[config.mk]
export PLATFORM = sky130hd
export DESIGN_NAME = seg7_scan_ctrl
export DESIGN_NICKNAME = d
export VERILOG_FILES = /design/src/rtl/seg7_pkg.sv /design/src/rtl/hex_to_seg7.sv /design/src/rtl/seg7_scan_ctrl.sv
export SDC_FILE = /design/constraint.sdc
export NUM_CORES = 1
export LEC_CHECK = 0
export CORE_MARGIN = 3
export CORE_UTILIZATION = 55
export DETAILED_ROUTE_END_ITERATION = 12
export PLACE_DENSITY = 0.8
export SYNTH_ARGS = -nofsm -noshare
export SYNTH_HDL_FRONTEND = slang
export SYNTH_SLANG_ARGS = --single-unit
[constraint.sdc]
create_clock -name clk -period 4.4 [get_ports clk]
set_input_delay 0.88 -clock clk [delete_from_list [all_inputs] [get_ports clk]]
set_output_delay 0.88 -clock clk [all_outputs]
set_load 0.03 [all_outputs]
[src/rtl/seg7_pkg.sv]
// Shared types and constants for the seven-segment scan controller.
// The font is a..g packed MSB-first and active-low, matching the cathode wiring.
package seg7_pkg;

    typedef enum logic {
        BLANK = 1'b0,
        SHOW  = 1'b1
    } state_t;

    localparam logic [6:0] SEG_OFF = 7'h7F;
    localparam logic [7:0] AN_OFF  = 8'hFF;

    localparam logic [6:0] FONT [16] = '{
        7'h01, 7'h4F, 7'h12, 7'h06,
        7'h4C, 7'h24, 7'h20, 7'h0F,
        7'h00, 7'h04, 7'h08, 7'h60,
        7'h31, 7'h42, 7'h30, 7'h38
    };

    // Active-low anode pattern that lights only digit k.
    function automatic logic [7:0] an_select(input logic [2:0] k);
        return ~(8'd1 << k);
    endfunction

endpackage

[src/rtl/hex_to_seg7.sv]
// Combinational hex nibble to active-low seven-segment decoder.
module hex_to_seg7
    import seg7_pkg::*;
(
    input  logic [3:0] nibble,
    output logic [6:0] seg
);

    assign seg = FONT[nibble];

endmodule

[src/rtl/seg7_scan_ctrl.sv]
// Eight-digit common-anode scan controller with blanking gaps and a
// double-buffered display value that is swapped only at frame end.
module seg7_scan_ctrl
    import seg7_pkg::*;
#(
    parameter int DIGIT_CYCLES = 100000,
    parameter int BLANK_CYCLES = 1000
) (
    input  logic        clk,
    input  logic        rst_n,
    input  logic        wr_en,
    input  logic [31:0] wr_data,
    input  logic [7:0]  digit_en,
    output logic [6:0]  seg,
    output logic [7:0]  an,
    output logic        frame_done,
    output logic        pending
);

    localparam int     MAX_DB     = (DIGIT_CYCLES > BLANK_CYCLES) ? DIGIT_CYCLES : BLANK_CYCLES;
    localparam int     CNT_RANGE  = (MAX_DB > 2) ? MAX_DB : 2;
    localparam int     CW         = $clog2(CNT_RANGE);
    localparam bit     HAS_BLANK  = (BLANK_CYCLES > 0);
    localparam state_t RST_STATE  = HAS_BLANK ? BLANK : SHOW;
    localparam logic [CW-1:0] DIGIT_LAST = CW'(DIGIT_CYCLES - 1);
    localparam logic [CW-1:0] BLANK_LAST = CW'(HAS_BLANK ? BLANK_CYCLES - 1 : 0);

    state_t        state, state_nxt;
    logic [CW-1:0] cnt, cnt_nxt;
    logic [2:0]    idx, idx_nxt;
    logic          frame_end;

    logic [31:0]   shadow, active;
    logic [3:0]    nibble;
    logic [6:0]    font_seg;
    logic [7:0]    an_nxt;
    logic [6:0]    seg_nxt;

    // Slot sequencing: state, in-slot counter and digit index.
    always_ff @(posedge clk or negedge rst_n) begin
        if (!rst_n) begin
            state <= RST_STATE;
            cnt   <= '0;
            idx   <= '0;
        end else begin
            state <= state_nxt;
            cnt   <= cnt_nxt;
            idx   <= idx_nxt;
        end
    end

    always_comb begin
        state_nxt = state;
        cnt_nxt   = cnt + 1'b1;
        idx_nxt   = idx;
        frame_end = 1'b0;
        unique case (state)
            BLANK: begin
                if (cnt == BLANK_LAST) begin
                    state_nxt = SHOW;
                    cnt_nxt   = '0;
                end
            end
            SHOW: begin
                if (cnt == DIGIT_LAST) begin
                    cnt_nxt   = '0;
                    idx_nxt   = idx + 3'd1;
                    frame_end = (idx == 3'd7);
                    state_nxt = HAS_BLANK ? BLANK : SHOW;
                end
            end
        endcase
    end

    // A write coinciding with frame end still wins the shadow; active takes the older shadow.
    always_ff @(posedge clk or negedge rst_n) begin
        if (!rst_n) begin
            shadow     <= '0;
            active     <= '0;
            pending    <= 1'b0;
            frame_done <= 1'b0;
        end else begin
            frame_done <= frame_end;
            if (frame_end && pending) begin
                active <= shadow;
            end
            if (wr_en) begin
                shadow  <= wr_data;
                pending <= 1'b1;
            end else if (frame_end) begin
                pending <= 1'b0;
            end
        end
    end

    always_comb begin
        nibble = active[3:0];
        unique case (idx)
            3'd0: nibble = active[3:0];
            3'd1: nibble = active[7:4];
            3'd2: nibble = active[11:8];
            3'd3: nibble = active[15:12];
            3'd4: nibble = active[19:16];
            3'd5: nibble = active[23:20];
            3'd6: nibble = active[27:24];
            3'd7: nibble = active[31:28];
        endcase
    end

    hex_to_seg7 u_font (
        .nibble (nibble),
        .seg    (font_seg)
    );

    always_comb begin
        an_nxt  = AN_OFF;
        seg_nxt = SEG_OFF;
        if (state == SHOW) begin
            seg_nxt = font_seg;
            if (digit_en[idx]) begin
                an_nxt = an_select(idx);
            end
        end
    end

    // Output pins are registered so anodes and cathodes switch on the same edge.
    always_ff @(posedge clk or negedge rst_n) begin
        if (!rst_n) begin
            an  <= AN_OFF;
            seg <= SEG_OFF;
        end else begin
            an  <= an_nxt;
            seg <= seg_nxt;
        end
    end

endmodule
==> out/metrics.cfg <==
[place]
io_buffers=59
place_congestion=0.8646
dp.cells=499
dpl.hpwl_microns=6288

[synthesis]
yosys-top-cells-area=dfrtp_1 47%, mux2_2 17%, dfstp_2 8.6%
syn_inst=349
syn_nets=406
ys_warn_count=0
synth_edf_count=0
yosys.area.top_type=dfrtp_1
seq_area_frac_synth_pct=55.90
ys_ff_latch=102
synthFlopType=dfrtp_1
syn_area_sq_um=4599
synth_top_area_share_pct=47.33
yosysUniqueCellTypes=50
async_flop_share_pct=100.0
syn_area_per_cell_sq_um=13.18

[route]
vias=2977
finalWirelength_microns=8762
first_pass_iters=5
vias_per_cell=5.781
final_antenna_net_count=0
first_iter_violations=155
routedWlPerCell_microns=17.01
drc_errors=0

[timing]
skew_ps=13.75
setup_viol=0
final-hold-violation-count=0
max_slew_margin_pct=49.35
hold_ws_ps=426.3
fmax_mhz=254.7
period_needed_ps=3926
setup_tns_ps=0
fin_crit_sh_pct=89.23
rsz0062_at_grt=false
worst_pin_slew_ps=759.8
drv_slew=0

[power_and_ir_drop]
leakage_nw=2.430
vdd_drop_max_v=0.0001882
p_int_w=0.001253
power_density_nw_per_um2=302.9
p_switching_w=0.0004027
clkPwrFrac_pct=34.8
seq_power_share_pct=59.4
combPwrFrac_pct=5.8
swShare_pct=24.33

[clock_tree]
hold_buffers=0
post-cts-setup-buffers=0
clk_latency_ps=370
root_buffer=clkbuf_8
post_cts_resized=0
cts.sinks=102
clockBufferDepth=2
cts_buffers=9
htreeDepth=3
clk_pin_slew_ps=100
cts_tree=yes

[critical_path]
cp-startpoint=idx[2]
slowest_stage=dfrtp_1
crit_path_max_incr_delay_ps=670
crit_type=reg -> reg
crit_top_cell=inv_1
path_cells=inv_1 -> ha_1 -> or4_1 -> or2_0 -> a31oi_1 -> inv_1 -> ha_1 -> inv_1 -> a311oi_1 -> a2111oi_4 -> a41oi_1
worstPathMaxFanout=15
rr_worst_depth=11
timing.rr.start=idx[2]
critPathCaptureType=register
arrival_ps=4210
startpoint_type=register
worstPathRequired_ps=4690

[floorplanning]
die_area_sq_um=9496
initial_utilization_pct=58.02
num_rows=32
io-pin-count=60
dieWidth_microns=97.45
core-area_sq_um=7928
fp.dieH_microns=97.45

[layout]
n_antenna_cell=0
utilization_pct=68.94
drive_above_1_share_pct=27.36
final_cells=515
final_nets=465
syn_to_final_growth_pct=18.82

[global_routing]
antenna_found_initial=0
grt_pass1_wl_microns=14570
grt_pass1_vias=2925
grt.overflow.total=0
grtUsageTotal_pct=19.16
grt_max_degree=39

[min_path]
hold_path_class=in -> async

[flow_run]
drv_cap=0

[run_status]
outcome=finished, final reports clean

## critical path: cells and delay by family (launching register included)
kind / cells / cell delay (ps)
adder cells (fa/ha/maj): 2 / 600
AND/OR/NAND/NOR: 2 / 950
buffers and inverters: 3 / 480
flip-flops: 1 / 670
AO/OA/AOI/OAI: 4 / 1150
## power by group through the flow
| stage | Sequential [W] | Clock (W) | Combinational (W) |
|---|---|---|---|
| global route | 0.000987 | 0.000632 | 0.000107 |
| floorplan | 0.000994 | 0 | 0.0000377 |
| global placement | 0.00100 | 0 | 0.0000958 |
| finish | 0.000983 | 0.000576 | 0.0000967 |
| CTS | 0.000983 | 0.000594 | 0.0000993 |
| detailed placement | 0.00100 | 0 | 0.0000992 |
## area by class of cell
cell class	instances	area, sq um
tap	102	127.6
inverter	10	37.54
sequential	102	2571
clock buffer	9	123.9
timing repair buffer	63	618.1
clock inverter	7	72.57
multi-input combinational	222	1914
fill	583	2462
## state kept, by name, indices dropped and copies added, names as in the netlist
name        cells
seg             7
idx             3
state           1
pending         1
active         32
cnt            17
an              8
frame_done      1
shadow         32
## cells in the mapped netlist (all sizes together) (2+ instances only)
cell type / instances
dfrtp: 87
mux2: 71
nand2: 19
nor2: 16
dfstp: 15
ha: 14
inv: 10
nand3: 10
nand4: 10
xnor2: 10
buf: 9
a31oi: 6
and3: 6
clkbuf: 6
xor2: 6
nor3: 5
a22o: 4
nor4: 4
o21ai: 4
a221oi: 3
and2: 3
mux2i: 3
o221ai: 3
a2111oi: 2
a21oi: 2
a41oi: 2
mux4: 2
nor4b: 2
## layer usage
metal  vias up  global-route usage (%)  part of all wire, %
li1       1384                       -                    -
met1      1495                   25.83                   44
met2        92                   31.26                   50
met3         6                   5.240                  5.5
met4         0                   4.260                 0.84
met5         -                       0                    0
## cell usage in the layout (no fill, tap or decap), drive strengths merged, types with 9 or more instances in the layout
cell type and n:
dfstp 15, mux2 71, ha 14, clkdlybuf4s50 58, dfrtp 87, nand2 19, xnor2 10, inv 14
clkbuf 9, nand4 10, nand3 10, nor2 16
## cell families after synthesis
family          Yosys count  share of synthesized area (%)
compound gates           35                          6.802
xor+xnor                 16                          3.047
fa+ha+maj                14                          3.809
buf+inv                  25                          2.476
flops                   102                          55.90
mux                      76                          19.02
simple gates             81                          8.950
## worst paths after layout
check	to	slack, ps
max	seg[3]	470
min	cnt[9]	430
max reg2reg	seg[3]	470
min reg2reg	cnt[0]	500
max in group asynchronous	seg[0]	3170
min in group clk	cnt[0]	500
## per-stage QoR
stage | cell area, sq um | power (W) | worst slack [ps]
final | 5465 | 0.001655 | 474.0
after global placement | 5269 | 0.001096 | 832.5
after detailed placement | 5269 | 0.001100 | 542.2
after CTS | 5465 | 0.001676 | 502.0
after global routing | 5465 | 0.001725 | 142.4
after floorplan | 4599 | 0.001032 | 1083
(Power assumes the default switching activity.)
